## src/rtl/x_uart_pkg.sv

```systemverilog
// Shared UART constants used by the TX, RX and FIFO blocks.
package x_uart_pkg;

   localparam int BYTE_W = 8;

endpackage

```

## src/rtl/x_uart_fifo_mem.sv

```systemverilog
// Byte storage for the UART FIFOs: one synchronous write port, one
// asynchronous read port, contents are never reset.
module x_uart_fifo_mem
   import x_uart_pkg::*;
#(
   parameter int p_depth = 16
) (
   input  logic                       i_clk,
   input  logic                       i_we,
   input  logic [$clog2(p_depth)-1:0] i_waddr,
   input  logic [BYTE_W-1:0]          i_wdata,
   input  logic [$clog2(p_depth)-1:0] i_raddr,
   output logic [BYTE_W-1:0]          o_rdata
);

   logic [BYTE_W-1:0] mem_q [p_depth];

   always_ff @(posedge i_clk) begin
      if (i_we) begin
         mem_q[i_waddr] <= i_wdata;
      end
   end

   // The read is combinational so the head byte falls through with no extra cycle.
   assign o_rdata = mem_q[i_raddr];

endmodule

```

## src/rtl/x_uart_rx_fifo.sv

```systemverilog
// Receive FIFO behind the UART receiver: first-word-fall-through byte queue
// with occupancy, full and sticky overflow reporting.
module x_uart_rx_fifo
   import x_uart_pkg::*;
#(
   parameter int p_depth = 16
) (
   input  logic                     i_clk,
   input  logic                     i_rst,
   input  logic                     i_valid,
   input  logic [BYTE_W-1:0]        i_data,
   output logic                     o_valid,
   output logic [BYTE_W-1:0]        o_data,
   input  logic                     i_ready,
   output logic [$clog2(p_depth):0] o_level,
   output logic                     o_full,
   output logic                     o_overflow,
   input  logic                     i_clr_overflow
);

   localparam int c_aw = $clog2(p_depth);

   logic [c_aw:0]       wr_ptr_q, wr_ptr_d;
   logic [c_aw:0]       rd_ptr_q, rd_ptr_d;
   logic                ovf_q, ovf_d;
   logic                empty, full;
   logic                pop, push, ovf_evt;
   logic [BYTE_W-1:0]   mem_rdata;

   // One extra pointer bit distinguishes full from empty when the addresses match.
   assign empty = (wr_ptr_q == rd_ptr_q);
   assign full  = (wr_ptr_q[c_aw] != rd_ptr_q[c_aw]) &&
                  (wr_ptr_q[c_aw-1:0] == rd_ptr_q[c_aw-1:0]);

   always_comb begin
      pop      = 1'b0;
      push     = 1'b0;
      ovf_evt  = 1'b0;
      wr_ptr_d = wr_ptr_q;
      rd_ptr_d = rd_ptr_q;
      ovf_d    = ovf_q;

      pop     = ~empty & i_ready;
      push    = i_valid & (~full | pop);
      ovf_evt = i_valid & full & ~pop;

      if (push) begin
         wr_ptr_d = wr_ptr_q + 1'b1;
      end
      if (pop) begin
         rd_ptr_d = rd_ptr_q + 1'b1;
      end

      // A drop in the same cycle as a clear must leave the flag set.
      if (ovf_evt) begin
         ovf_d = 1'b1;
      end else if (i_clr_overflow) begin
         ovf_d = 1'b0;
      end
   end

   always_ff @(posedge i_clk or posedge i_rst) begin
      if (i_rst) begin
         wr_ptr_q <= '0;
         rd_ptr_q <= '0;
         ovf_q    <= 1'b0;
      end else begin
         wr_ptr_q <= wr_ptr_d;
         rd_ptr_q <= rd_ptr_d;
         ovf_q    <= ovf_d;
      end
   end

   x_uart_fifo_mem #(
      .p_depth (p_depth)
   ) u_mem (
      .i_clk   (i_clk),
      .i_we    (push),
      .i_waddr (wr_ptr_q[c_aw-1:0]),
      .i_wdata (i_data),
      .i_raddr (rd_ptr_q[c_aw-1:0]),
      .o_rdata (mem_rdata)
   );

   assign o_valid    = ~empty;
   assign o_data     = empty ? '0 : mem_rdata;
   assign o_level    = wr_ptr_q - rd_ptr_q;
   assign o_full     = full;
   assign o_overflow = ovf_q;

endmodule

```

## config.mk

```make
export PLATFORM = sky130hd
export DESIGN_NAME = x_uart_rx_fifo
export DESIGN_NICKNAME = d
export VERILOG_FILES = /design/src/rtl/x_uart_pkg.sv /design/src/rtl/x_uart_fifo_mem.sv /design/src/rtl/x_uart_rx_fifo.sv
export SDC_FILE = /design/constraint.sdc
export NUM_CORES = 1
export LEC_CHECK = 0
export BUFFER_PORTS_ARGS = -buffer_cell sky130_fd_sc_hd__buf_2
export CORE_MARGIN = 2
export CORE_UTILIZATION = 60
export DETAILED_ROUTE_END_ITERATION = 8
export PLACE_DENSITY = 0.78
export REMOVE_ABC_BUFFERS = 1
export SLEW_MARGIN = 15
export SYNTH_ARGS = -nofsm -noshare
export SYNTH_HDL_FRONTEND = slang
export SYNTH_SLANG_ARGS = --single-unit
```

## constraint.sdc

```tcl
create_clock -name i_clk -period 5.1 [get_ports i_clk]
set_input_delay 0.51 -clock i_clk [delete_from_list [all_inputs] [get_ports i_clk]]
set_output_delay 0.51 -clock i_clk [all_outputs]
set_load 0.02 [all_outputs]
```

After elaboration in Yosys (flattened, before gate mapping)
Memory sizes are Yosys's and may differ from the RTL's. Cells that the tools add are included.

$add $sub $neg: 3. Equal/unequal tests: 3. Multiplexer cells: 5. Bitwise gates (word level): 8. Reduce and logical (&&, ||, !) cells: 2.

Operators by type and width (number): $add A5 B1 Y5 const B (2); $mux W8 (1); $eq A5 B5 Y1 (1); $sub A5 B5 Y5 (1); $and A1 B1 Y1 (4); $eq A4 B4 Y1 (1); $mux W1 (4); $not A1 Y1 (3); $reduce_bool A2 Y1 (1); $logic_and A1 B1 Y1 (1); $ne A1 B1 Y1 (1); $or A1 B1 Y1 (1).

Flip-flop bits (word level): 11. RAM bits: 128. Output and inout port bits: 16. Logic and storage cells: 25. Memories kept: 1.

Memories: u_mem.mem_q (depth 16, width 8, rd ports 1, clocked after memory_dff 0, write ports 1, line x_uart_fifo_mem.sv:16) `logic [BYTE_W-1:0] mem_q [p_depth];`.

Longest topological paths before layout
Depth after elaboration: 7. Depth in mapped cells: 10.

By module
A second synthesis with hierarchy kept.

Cells, all modules: 295. Area total of the unflattened synthesis: 5763.0 um2.

Modules (own cells, without submodules): x_uart_fifo_mem (instances 1, cells an instance 221, area each 4987.3 um2, seq. area each 3843.7 um2); x_uart_rx_fifo (instances 1, cells an instance 74, area each 775.7 um2, seq. area each 275.3 um2).

Least setup slack after synthesis
No wires, ideal clock.

Kind: reg2out. From: reg rd_ptr_q[1]. To: out o_data[1]. Data arrival time: 2.394 ns. Data required time: 4.590 ns. Setup slack: 2.196 ns. Cell stages (with the launch flop): 11. Buffers on the path: 4. Cells stage by stage: dfrtp_1 buf_6 buf_12 buf_4 inv_1 ha_1 and4_1 nand2_1 clkbuf_1 o21ai_1 a21oi_1.

Cells in the longest elaborated chain, start to end: 2. Elaborated cells between the ends (all ways): 3. Those cells by class: eq/ne: 1; mux: 1; memory: 1.

RTL lines: from (decl) (line x_uart_rx_fifo.sv:24) `logic [c_aw:0] rd_ptr_q, rd_ptr_d;`; from (signal assigned) (line x_uart_rx_fifo.sv:69) `rd_ptr_q <= rd_ptr_d;`; $mem_v2 Z16 W8 or $eq A5 B5 Y1 (tied branches); $mux W8 * (line x_uart_rx_fifo.sv:86) `assign o_data = empty ? '0 : mem_rdata;`; to (decl) (line x_uart_rx_fifo.sv:13) `output logic [BYTE_W-1:0] o_data,`.

Mark *: on every way between the ends. The rest lies on a longest branch, timed or not.

Final worst setup path
From: reg rd_ptr_q[3]. To: out o_data[7].

The elaborated chain is that of the path after synthesis.

==> run metrics <==
DP HPWL=6.599 mm; area added between synthesis and finish=13.14%; vias post-DR=2831; fraction of layout cells with a size suffix above 1=27.41%; outcome=finished clean; # port buffers=28; crit-path leading delay family=flip-flops; synthesized area=0.005733 mm²; top cell type's share of synthesized area=67.04%; Antenna diodes=0; slowest library cell on the worst path=dfrtp_1; Fin Clk Skew=9.987 ps; Syn Area/Cell=19.24 µm²; max_cap viols=0; worst skew pair latency=520 ps; worst path bufs/invs=2; Die Y=101.8 µm; final cell count without fillers=472; CP Max Fanout=19; RSZ-0062 raised after global routing=no; I/O Pins=29; Seq. cell area=0.004120 mm²; Static Leakage=2.248 nW; FP Rows=35; Slew @ Worst Pin=1160 ps; fin crit period=3757 ps; Post-DRT Antenna Nets=0; Avg WL per Cell=22.53 µm; CTS max path bufs=2; DR pass1 iterations=4; hold bufs inserted after CTS=1; ranking of synthesized cells by area=edfxtp_1 67%, mux4_2 9.4%, dfrtp_1 4.8%, mux4_1 3.2%, ha_1 2.0%; synth warn=0; Worst setup SP type=register; combined area of the multi-input logic cells=0.001484 mm²; top cells by count, synth=128 x edfxtp_1, 24 x mux4_2, 13 x nor2_1; Fill cells=545; Final Setup Violations=0; gr ovfl total=0; clk sink count=139; Final Wtd Congestion=0.8672; initial antenna violation count=0; largest net degree at the start of global routing=36; number of flops mapped to enable cells by yosys=128; vias in the first global route=2905; global-route wire length before repair=16.30 mm; cts repair resizes=0; CTS tree=yes; worst hold path class=in2reg; CTS Root Cell=clkbuf_8; Worst Path Required=4590 ps; power per cell area=618.6 mW/mm²; H-tree Lvls=4; Synth Instances=298; Initial Utilization=62.04%; crit share post-route=73.67%; placed insts=442; Die Wd=101.8 µm; Yosys cell types=36; f_max=0.2662 GHz; Fin Setup TNS=0 ps; drt total wl=10.64 mm; final hold violation count=0; core area=0.009240 mm²; CTS buffer count=17; 1st-iter DRT viols=268; fin nets=356; vias per cell=5.998; Setup CP Type=reg2out; setup slack, reg-to-reg=1560 ps; Post CTS Setup Buffer Count=0; number of synthesized register bits=139; clock slew at reported path FFs=60 ps; Slowest Stage Delay on Critical Path=870 ps; fin. max-slew vios=0; sequential area share after synthesis=71.85%; Async S/R FF share, synth=7.914%; Max-slew headroom=22.10%; most numerous cell in the Yosys netlist=edfxtp_1; crit-path cells=inv_2, ha_1, and4_1, nand2_1, o21ai_1, a21oi_1, buf_2; DRC viols=0; total track usage=22.83%; cell taking the most area after synthesis=edfxtp_1; CP arrival=3250 ps; die area=0.01035 mm²; Worst VDD drop=0.3552 mV; critical path capture point type=primary output; Post-synth top flop=edfxtp_1
-- logic make-up after synthesis --
group	count (synthesis)	synth area share, %
AOI/OAI and AO/OA	24	2.510
xor gates and xnor gates	12	1.833
adders and majority gates	10	2.313
buffers and inverters	25	2.444
DFF	139	71.85
muxes	48	15.78
and+or+nand+nor	40	3.274
-- registers in the layout (all words and copies together) (netlist names) --
signal,cells
rd_ptr_q,5
u_mem.mem_q,128
wr_ptr_q,5
o_overflow,1
-- through the flow --
step                      cell area (µm²)  util [%]  total power, mW  hold WS, ps  setup slack (ps)
final                                6486     70.20            4.012        197.9              1343
after global routing                 6486     70.20            4.215        170.9              1147
after floorplan                      5630         -            2.533        362.4              1803
after global placement               5948     64.37            2.920        480.8              1676
after detailed placement             5948     64.37            2.947        491.8              1584
after CTS                            6476     70.09            4.032        178.2              1346
-- routing by layer --
metal | wire, µm | part of all wire, % | global-route usage [%]
met5 | 0 | 0 | 0
met4 | 111 | 1.0 | 7.277
met3 | 642 | 6.0 | 6.970
met2 | 5331 | 50 | 36.34
met1 | 4549 | 43 | 30.78
-- power breakdown --
| group | total (mW) | switching [mW] | internal [mW] | leakage [nW] |
|---|---|---|---|---|
| registers | 1.54 | 0.145 | 1.39 | 1.29 |
| logic | 1.40 | 0.786 | 0.610 | 0.716 |
| clock network | 1.08 | 0.440 | 0.636 | 0.244 |
| total | 4.01 | 1.37 | 2.64 | 2.25 |
-- final cells by class --
type / count / share of cell area (%)
flip-flops and latches: 139 / 63.52
multi-input cells: 134 / 22.88
clock buffers: 18 / 6.443
repair buffers: 31 / 2.546
well taps: 129 / 2.488
clock inverters: 11 / 1.543
inverters: 10 / 0.5787
-- cells in the final DEF (no fill, tap or decap), types with 3 or more instances in the layout --
| cell | Yosys | layout |
|---|---|---|
| clkinvlp_4 | 0 | 3 |
| clkbuf_16 | 0 | 16 |
| nand3_1 | 3 | 3 |
| and3_1 | 3 | 3 |
| inv_1 | 9 | 9 |
| buf_2 | 6 | 28 |
| nor2_1 | 13 | 13 |
| mux2_2 | 8 | 8 |
| mux4_2 | 24 | 24 |
| edfxtp_1 | 128 | 128 |
| nand4_1 | 3 | 3 |
| o21ai_1 | 6 | 6 |
| dfrtp_1 | 11 | 10 |
| a21oi_1 | 9 | 9 |
| xnor2_1 | 11 | 11 |
| ha_1 | 9 | 9 |
| mux4_1 | 7 | 7 |
| mux2i_1 | 9 | 9 |
| nand2_1 | 10 | 10 |
-- path summary, 6_finish.rpt --
path | from | end | depth (start not counted)
setup reg to reg | rd_ptr_q[3] | u_mem.mem_q[3][6] | 6
max in group asynchronous | i_rst | rd_ptr_q[1] | 3
setup / recovery | rd_ptr_q[3] | o_data[7] | 7
hold / removal | i_clr_overflow | o_overflow | 2
hold reg to reg | wr_ptr_q[4] | wr_ptr_q[4] | 1
min in group asynchronous | i_rst | rd_ptr_q[3] | 3
Note: power is estimated with default switching activity, not from simulation.
